$ cat src/rtl/note_sched_pkg.sv
// Shared constants and types for the note highway scheduler: screen limits,
// lane x-bounds, FSM states and the per-slot record.
package note_sched_pkg;

  localparam logic [9:0] SCREEN_W = 10'd640;
  localparam logic [9:0] SCREEN_H = 10'd480;

  localparam logic [9:0] LANE0_X0 = 10'd4;
  localparam logic [9:0] LANE0_X1 = 10'd211;
  localparam logic [9:0] LANE1_X0 = 10'd217;
  localparam logic [9:0] LANE1_X1 = 10'd423;
  localparam logic [9:0] LANE2_X0 = 10'd428;
  localparam logic [9:0] LANE2_X1 = 10'd635;

  typedef enum logic [1:0] {
    ST_IDLE,
    ST_PLAYING,
    ST_PAUSED
  } state_t;

  typedef struct packed {
    logic       valid;
    logic [1:0] lane;
    logic [9:0] y;
  } slot_t;

  // Lane 3 is never stored, so it simply draws nothing.
  function automatic logic in_lane(input logic [1:0] lane, input logic [9:0] h);
    case (lane)
      2'd0:    return (h >= LANE0_X0) && (h <= LANE0_X1);
      2'd1:    return (h >= LANE1_X0) && (h <= LANE1_X1);
      2'd2:    return (h >= LANE2_X0) && (h <= LANE2_X1);
      default: return 1'b0;
    endcase
  endfunction

endpackage

$ cat src/rtl/note_slot.sv
// One falling-note slot: holds valid/lane/y, advances on frame ticks, frees
// itself on hit or when it falls off screen, and reports window/pixel overlap.
module note_slot
  import note_sched_pkg::*;
#(
  parameter int NOTE_H  = 16,
  parameter int SPEED   = 4,
  parameter int HIT_Y   = 380,
  parameter int HIT_TOL = 12
) (
  input  logic       clk,
  input  logic       rst,
  input  logic       clear,
  input  logic       load,
  input  logic [1:0] load_lane,
  input  logic       advance,
  input  logic       hit,
  input  logic [9:0] h_count,
  input  logic [9:0] v_count,
  output logic       valid,
  output logic [1:0] lane,
  output logic       in_window,
  output logic       pix_on,
  output logic       miss
);

  localparam logic [10:0] WIN_LO  = 11'(HIT_Y - HIT_TOL);
  localparam logic [10:0] WIN_HI  = 11'(HIT_Y + HIT_TOL);
  localparam logic [10:0] SPAN    = 11'(NOTE_H - 1);
  localparam logic [10:0] STEP    = 11'(SPEED);
  localparam logic [10:0] Y_LIMIT = {1'b0, SCREEN_H};

  slot_t       slot;
  logic [10:0] y_top, y_bot, y_adv;

  // 11-bit arithmetic so y + span/step can never wrap.
  assign y_top = {1'b0, slot.y};
  assign y_bot = y_top + SPAN;
  assign y_adv = y_top + STEP;

  assign valid     = slot.valid;
  assign lane      = slot.lane;
  assign in_window = slot.valid && (y_top <= WIN_HI) && (y_bot >= WIN_LO);
  assign pix_on    = slot.valid && ({1'b0, v_count} >= y_top)
                     && ({1'b0, v_count} <= y_bot) && in_lane(slot.lane, h_count);
  assign miss      = advance && slot.valid && !hit && (y_adv >= Y_LIMIT);

  // NOTE: slot registers are reset explicitly; an unreset valid bit would
  // draw and score phantom notes after power-up.
  always_ff @(posedge clk or posedge rst) begin
    if (rst) begin
      slot <= '0;
    end else if (clear) begin
      slot <= '0;
    end else if (hit) begin
      slot.valid <= 1'b0;
    end else if (advance && slot.valid) begin
      if (y_adv >= Y_LIMIT) slot.valid <= 1'b0;
      else                  slot.y     <= y_adv[9:0];
    end else if (load) begin
      slot <= '{valid: 1'b1, lane: load_lane, y: '0};
    end
  end

endmodule

$ cat src/rtl/note_scheduler.sv
// Note highway controller: spawn/advance/hit/miss over a pool of note slots
// and a registered per-pixel note_visible. NOTE_SCHED_MISS_PENALTY_EN makes misses cost score.
module note_scheduler
  import note_sched_pkg::*;
#(
  parameter int SLOTS   = 8,
  parameter int NOTE_H  = 16,
  parameter int SPEED   = 4,
  parameter int HIT_Y   = 380,
  parameter int HIT_TOL = 12
) (
  input  logic        clk,
  input  logic        rst,
  input  logic        start,
  input  logic        frame_tick,
  input  logic        spawn_valid,
  input  logic [1:0]  spawn_lane,
  output logic        spawn_ready,
  input  logic [2:0]  btn,
  input  logic [9:0]  h_count,
  input  logic [9:0]  v_count,
  output logic        note_visible,
  output logic        hit_pulse,
  output logic        miss_pulse,
  output logic [15:0] score,
  output logic        playing
);

  state_t state, state_next;
  logic       start_q, start_edge;
  logic [2:0] btn_q, btn_edge;
  logic       clear, advance, spawn_fire;

  logic [SLOTS-1:0] valid, in_window, pix_on, miss, hit_sel, load_sel;
  logic [1:0]       lane [SLOTS];
  logic [2:0]       lane_found;
  logic [1:0]       hit_cnt;
  int               score_sum;
  logic [15:0]      score_next;

  // NOTE: the start edge is registered, so the FSM reacts one cycle after the
  // edge register sees it; buttons use the combinational edge directly.
  always_ff @(posedge clk or posedge rst) begin
    if (rst) begin
      start_q    <= 1'b0;
      start_edge <= 1'b0;
      btn_q      <= '0;
      state      <= ST_IDLE;
    end else begin
      start_q    <= start;
      start_edge <= start && !start_q;
      btn_q      <= btn;
      state      <= state_next;
    end
  end

  always_comb begin
    state_next = state;
    if (start_edge) begin
      case (state)
        ST_IDLE:    state_next = ST_PLAYING;
        ST_PLAYING: state_next = ST_PAUSED;
        ST_PAUSED:  state_next = ST_PLAYING;
        default:    state_next = ST_IDLE;
      endcase
    end
  end

  assign playing     = (state == ST_PLAYING);
  assign btn_edge    = btn & ~btn_q;
  assign clear       = (state == ST_IDLE) && start_edge;
  assign advance     = playing && frame_tick;
  assign spawn_ready = playing && !(&valid) && !frame_tick;
  assign spawn_fire  = spawn_valid && spawn_ready && (spawn_lane != 2'd3);

  // Lowest-index free slot takes the next spawn.
  always_comb begin
    load_sel = '0;
    for (int i = SLOTS - 1; i >= 0; i--) begin
      if (!valid[i]) load_sel = SLOTS'(1) << i;
    end
  end

  // Per lane, the lowest-index slot inside the hit window is the one struck.
  always_comb begin
    hit_sel    = '0;
    hit_cnt    = '0;
    lane_found = '0;
    if (playing) begin
      for (int l = 0; l < 3; l++) begin
        for (int i = 0; i < SLOTS; i++) begin
          if (btn_edge[l] && !lane_found[l] && in_window[i] && (lane[i] == 2'(l))) begin
            hit_sel[i]    = 1'b1;
            lane_found[l] = 1'b1;
            hit_cnt       = hit_cnt + 2'd1;
          end
        end
      end
    end
  end

  for (genvar i = 0; i < SLOTS; i++) begin : g_slot
    note_slot #(
      .NOTE_H (NOTE_H),
      .SPEED  (SPEED),
      .HIT_Y  (HIT_Y),
      .HIT_TOL(HIT_TOL)
    ) u_slot (
      .clk      (clk),
      .rst      (rst),
      .clear    (clear),
      .load     (spawn_fire && load_sel[i]),
      .load_lane(spawn_lane),
      .advance  (advance),
      .hit      (hit_sel[i]),
      .h_count  (h_count),
      .v_count  (v_count),
      .valid    (valid[i]),
      .lane     (lane[i]),
      .in_window(in_window[i]),
      .pix_on   (pix_on[i]),
      .miss     (miss[i])
    );
  end

`ifdef NOTE_SCHED_MISS_PENALTY_EN
  int miss_cnt;

  always_comb begin
    miss_cnt = 0;
    for (int i = 0; i < SLOTS; i++) miss_cnt = miss_cnt + (miss[i] ? 1 : 0);
  end

  // Hits and misses of the same cycle net before saturating at either end.
  always_comb begin
    score_sum = int'(score) + int'(hit_cnt) - miss_cnt;
    if (score_sum < 0)          score_next = 16'h0000;
    else if (score_sum > 65535) score_next = 16'hFFFF;
    else                        score_next = 16'(score_sum);
  end
`else
  always_comb begin
    score_sum = int'(score) + int'(hit_cnt);
    if (score_sum > 65535) score_next = 16'hFFFF;
    else                   score_next = 16'(score_sum);
  end
`endif

  always_ff @(posedge clk or posedge rst) begin
    if (rst) begin
      score        <= '0;
      hit_pulse    <= 1'b0;
      miss_pulse   <= 1'b0;
      note_visible <= 1'b0;
    end else begin
      score        <= clear ? 16'h0000 : score_next;
      hit_pulse    <= |hit_sel;
      miss_pulse   <= |miss;
      note_visible <= (h_count < SCREEN_W) && (v_count < SCREEN_H) && (|pix_on);
    end
  end

endmodule
$ cat config.mk
export PLATFORM = sky130hd
export DESIGN_NAME = note_scheduler
export DESIGN_NICKNAME = d
export VERILOG_FILES = /design/src/rtl/note_sched_pkg.sv /design/src/rtl/note_slot.sv /design/src/rtl/note_scheduler.sv
export SDC_FILE = /design/constraint.sdc
export NUM_CORES = 1
export LEC_CHECK = 0
export ABC_AREA = 0
export CORE_MARGIN = 3
export CORE_UTILIZATION = 50
export DETAILED_ROUTE_END_ITERATION = 6
export GPL_TIMING_DRIVEN = 0
export PLACE_DENSITY = 0.77
export SETUP_SLACK_MARGIN = 0.3
export SLEW_MARGIN = 20
export SYNTH_ARGS = -nofsm -noshare
export SYNTH_HDL_FRONTEND = slang
export SYNTH_SLANG_ARGS = --single-unit
$ cat constraint.sdc
create_clock -name clk -period 13.2 [get_ports clk]
set_clock_uncertainty 0.05 [all_clocks]
set_input_delay 2.64 -clock clk [delete_from_list [all_inputs] [get_ports clk]]
set_output_delay 2.64 -clock clk [all_outputs]
set_load 0.01 [all_outputs]
# After elaboration in Yosys (flattened, before gate mapping)
# Index checks and enable logic that the tools add are counted.
# word_totals
ff_bits,130
latchBits,0
ramBits,0
in_bits,30
elab_cells,626
mem_count,0
mem_bits_ro,0
out_inout_bits,21
# op_classes
addsub,40
n_lt_le_gt_ge,49
div_mod_pow,0
n_eq_ne,51
reduce_logical,247
muxes,205
mul,0
bitwise,2
shifts,0
# ops
op,n
$mux W13,16
$ge A11 B9 Y1 const B,16
$mux W10,16
$logic_and A1 B1 Y1,153
$mux W2,55
$mux W12,8
$le A10 B9 Y1 const B,9
$mux W1,90
$add A10 B3 Y11 const B,8
$add A10 B4 Y11 const B,8
$le A10 B11 Y1,8
$ge A10 B10 Y1,8
$mux W8,9
$reduce_and A3 Y1,16
$add A2 B1 Y2 const B,23
$ne A2 B2 Y1 const B,17
$logic_not A1 Y1,32
$mux W16,2
$ne A4 B4 Y1 const B,8
$reduce_bool A4 Y1,8
$ne A3 B3 Y1 const B,8
$pmux W1 S3,8
$reduce_bool A3 Y1,8
$reduce_or A8 Y1,3
other kinds (19),57

# Longest topological paths before layout
# logic_depth
ltp_word,101
depth_mapped,28
ltp_nobuf,27

# Modules after synthesis
# A second synthesis with hierarchy kept.
# hier_totals
cells_unflattened,1621
area_unflattened_um2,13865.8
# by_module_without_submodules
mod,area_per_inst_um2,seq_area_each_um2,cells_per_inst,n_inst
note_slot at g_slot[0].u_slot ...,1427.6,275.3,166,7
note_scheduler,2313.5,650.6,275,1
note_slot at g_slot[7].u_slot,1559.0,275.3,184,1

# Worst setup path after synthesis
# No wires, ideal clock.
# synth_timing
path_type,input port to flip-flop
start,in btn[0]
end,reg score[10]
t_required_ns,13.072
setup_ns,0.078
setup_slack_ns,6.426
arrival_ns,6.646
stages,19
cell_sequence,nand2b_1 -> nor4_1 -> o31ai_1 -> ha_1 -> nand3b_1 -> nor3_1 -> and4_1 -> a2111oi_0 -> o21ai_0 -> mux2_1 -> and3_1 -> or3_1 -> mux2i_1 -> fa_1 -> nand4_1 -> or2_2 -> or3_1 -> clkbuf_1 -> a21oi_1
# synth_via
elab_chain_cells,99
# synth_rtl
item,line,rtl
from (decl),note_scheduler.sv:19,"input logic [2:0] btn,"
$and A3 B3 Y3 *,note_scheduler.sv:70,assign btn_edge = btn & ~btn_q;
branches (longest 44 deep; another with $add A2 B1 Y2),--,
$mux W2 *,note_scheduler.sv:92,if (btn_edge[l] && !lane_found[l] && in_window[i] && (lane[i] == 2'(l))) begin
$mux W2 *,note_scheduler.sv:89,if (playing) begin
$add A2 B1 Y2,note_scheduler.sv:95,hit_cnt = hit_cnt + 2'd1;
$mux W2 *,note_scheduler.sv:92,
$mux W2 *,note_scheduler.sv:89,
$add A2 B1 Y2,note_scheduler.sv:95,
[... 40 more ...],--,
$mux W2 *,note_scheduler.sv:89,
$add A2 B1 Y2,note_scheduler.sv:95,
$mux W2 *,note_scheduler.sv:92,
$mux W2 *,note_scheduler.sv:89,
$add A16 B2 Y17 *,note_scheduler.sv:143,score_sum = int'(score) + int'(hit_cnt);
$gt A17 B16 Y1,note_scheduler.sv:144,if (score_sum > 65535) score_next = 16'hFFFF;
$mux W16 *,note_scheduler.sv:144,
$mux W16 *,note_scheduler.sv:156,score <= clear ? 16'h0000 : score_next;
to (signal assigned),note_scheduler.sv:156,
to (decl),note_scheduler.sv:25,"output logic [15:0] score,"
# Mark *: on every way between the ends. The select of a mux whose other input is x is not followed.
# A chain may end at the register's enable or synchronous reset.

# Worst setup path after layout
# layout_timing
start,in btn[0]
end,reg score[5]
# Same word-level chain as after synthesis.

==> metrics.cfg <==
[floorplanning]
rows=56
ioPinCount=51
die_w_um=161
die_h_um=161
coreArea_sq_um=23500
initial_core_util=0.509
die-area_sq_um=25900

[power_and_ir_drop]
power_leakage_nw=5.36
power.share.clock=0.355
p_seq_frac=0.342
p_total_mw=1.29
netSwitchingFraction=0.391
power.switching_mw=0.503
power_density_nw_per_um2=95.3
intPower_mw=0.784
combPwrFrac=0.304
ir_drop_uv=78.7

[worst_setup_path]
cp-start-kind=input pin
cpLargestDelayFamily=simple AND/OR/NAND/NOR gates
end_kind=flip-flop
crit_type=in2reg
crit_required_ps=13500
cp_cell_sequence=clkdlybuf4s50_1 > nand2b_1 > nor4_1 > o31ai_1 > ha_1 > nand3b_1 > nor3_1 > and4_1 > a2111oi_2 > xnor3_1 > xnor2_2 > xor2_1 > o2111ai_1 > mux2i_1 > fa_1 > nand4_1 > or2_2 > or3_1 > clkbuf_1 > a21oi_1
critPathMaxFanout=10
max_stage_delay_ps=560
crit_buf_inv=2
crit_path_top_delay_cell=clkdlybuf4s50_1
arrival_ps=8280

[global_route]
use_met3=0.0433
grtUsageMet2=0.436
grt_pass1_vias=11100
antenna_found_initial=1
track_usage=0.264
grt_pass1_wl_mm=56.1
gr-max-usage-layer=met2
grt_max_degree=68
use_met1=0.345
grt-ovfl-total=0

[yosys]
synthSimpleGateAreaFrac=0.214
synth_top_area_cell=dfrtp_1
ys_top_cells_by_count=ha_1, nand2_1, o21ai_0, dfrtp_1, inv_1
syn_inst=1453
synth-async-reset-ratio=1.00
syn_area_per_cell_sq_um=8.25
ys_seq_elements=114
synth_compound_gate_area_share=0.254
synth_top_family_by_area=compound AO/OA/AOI/OAI gates
yosysWarnings=0
synth_nets=1648
synth_xor_xnor_area_share=0.0471
synth_edf_count=0
yosys.cell_types.count=104
synth_adder_area_share=0.175
synth_most_common_cell=ha_1
synth_ff_type=dfrtp_1
synthMuxAreaShare=0.0190
yosysTopAreaCellShare=0.238
synth_top_cells_by_area=dfrtp_1, ha_1, o21ai_0, nand2_1, xnor2_1
synth_area_sq_um=12000
ys_seq_area_frac=0.238

[sta]
hold-worst-slack_ps=367
slew_viol_final=0
setup_viol=0
rsz0062_at_grt=false
tightest_slew_ps=1160
fin_crit_sh=0.604
fin_crit_ps=7970
slew_headroom=0.226
finalHoldViolations=0
fin_setup_tns_ps=0
fmax_ghz=0.125

[detailed_routing]
viasPerCell=6.23
drtPass1Iterations=5
initialDrtViolationCount=853
wl_mm=34.9
wl_per_cell_um=18.8
drc=0
via_count=11600
postRouteAntennaNets=0

[place]
hpwlAfterDp_mm=25.5
io_buffers=50
gp_congestion=0.952

[cts]
cts.path.max_buffers=2
cts.reportedPaths.clkPinSlew_ps=60
cts_buffers=17
cts_tree=done
cts_setup_buffers=0
cts.sinks=114
cts-htree-levels=4
root_buffer=clkbuf_16
cts_resized=0
holdBufCountCts=0
clock_latency_ps=430

[layout]
final_nets=1718
regArea_sq_um=2850
n_antenna_cell=0
drive_gt1_frac=0.0736
areaGrowthSynthToFinish_pct=12.6
multiInputGateArea_sq_um=8510
fillers=2144

[outcome]
status=completed

[flow_run]
drv_cap=0

[hold_path]
hold_path.class=reg2reg

-- cell type report --
class                   count  share of cell area
flip-flops and latches    114               0.211
plain buffers              62              0.0207
inverters                  95              0.0268
well taps                 319              0.0296
clock buffers              17              0.0315
clock inverters            15              0.0100
repair buffers             51              0.0391
multi-input cells        1182               0.631
-- metal layers --
metal	routed length (um)	vias up
met4	1090	2
met2	16400	413
met5	13	-
li1	-	5539
met3	2340	74
met1	15000	5536
-- through the flow --
stage	instances	cell area, sq um	util	setup slack (ps)
2_1_floorplan	1453	12000	-	6430
3_3_place_gp	1822	12900	0.547	4970
3_5_place_dp	1823	12900	0.549	4910
4_1_cts	1855	13500	0.573	5300
5_1_grt	1855	13500	0.573	4910
6_report	1855	13500	0.573	5230
-- worst reg2reg max path: stages (launching register included) --
cell and delay, ps:
dfrtp_1 400, buf_2 180, inv_1 170, ha_1 160, buf_2 180, o21ai_1 90, a221o_1 340, a2111oi_4 490
nand2_1 100, o31ai_1 450, ha_1 310, nand3b_1 240, nor3_1 330, and4_1 380, a2111oi_0 90, o21ai_0 200
mux2_1 360, and3_1 180, or3_1 340, mux2i_1 390, fa_1 340, nand4_1 210, or2_2 370, or3_1 440
clkbuf_1 250, a21oi_1 190
-- power by group through the flow --
stage               Clock (mW)  Combinational, mW  Sequential, mW
CTS                      0.457              0.386           0.437
detailed placement           0              0.383           0.443
finish                   0.456              0.391           0.439
global placement             0              0.371           0.440
floorplan                    0              0.265           0.430
global route             0.471              0.431           0.445
-- sequential cells by signal, summed over array words and instances (netlist names) --
name / cells
note_visible: 1
state: 2
btn_q: 3
g_slot.u_slot.valid: 8
miss_pulse: 1
start_edge: 1
hit_pulse: 1
g_slot.u_slot.lane: 16
g_slot.u_slot.slot: 64
start_q: 1
score: 16
-- cells in the final DEF (no fill, tap or decap), types with 17 or more instances in the layout --
cell type and n:
ha_1 164, a21o_1 31, nand4_1 39, buf_2 21, nand3_1 51, clkbuf_1 35, clkdlybuf4s50_1 50, a21oi_1 59
dfrtp_1 114, a31oi_1 24, inv_1 92, xnor2_1 45, clkbuf_16 17, nor3_1 32, o21ai_0 117, o21a_1 47
nand2_1 124, or3_1 21, nand2b_1 21, nor2_1 89
-- kinds of logic after synthesis --
family / Yosys count
flip-flops: 114
XOR/XNOR: 62
buffers and inverters: 157
AND/OR/NAND/NOR: 491
AO/OA/AOI/OAI: 441
adder cells (fa/ha/maj): 167
multiplexers: 21
-- worst paths after layout --
check,start,to,slack (ps),depth (start not counted)
hold / removal,start_q,start_edge,370,1
setup / recovery,btn[0],score[5],5230,20
min in group asynchronous,rst,g_slot[7].u_slot.slot[4],2640,2
max in group asynchronous,rst,g_slot[0].u_slot.lane[1],9760,3
setup reg to reg,g_slot[0].u_slot.slot[2],score[5],5880,25
hold reg to reg,start_q,start_edge,370,1
(Power assumes the default switching activity.)
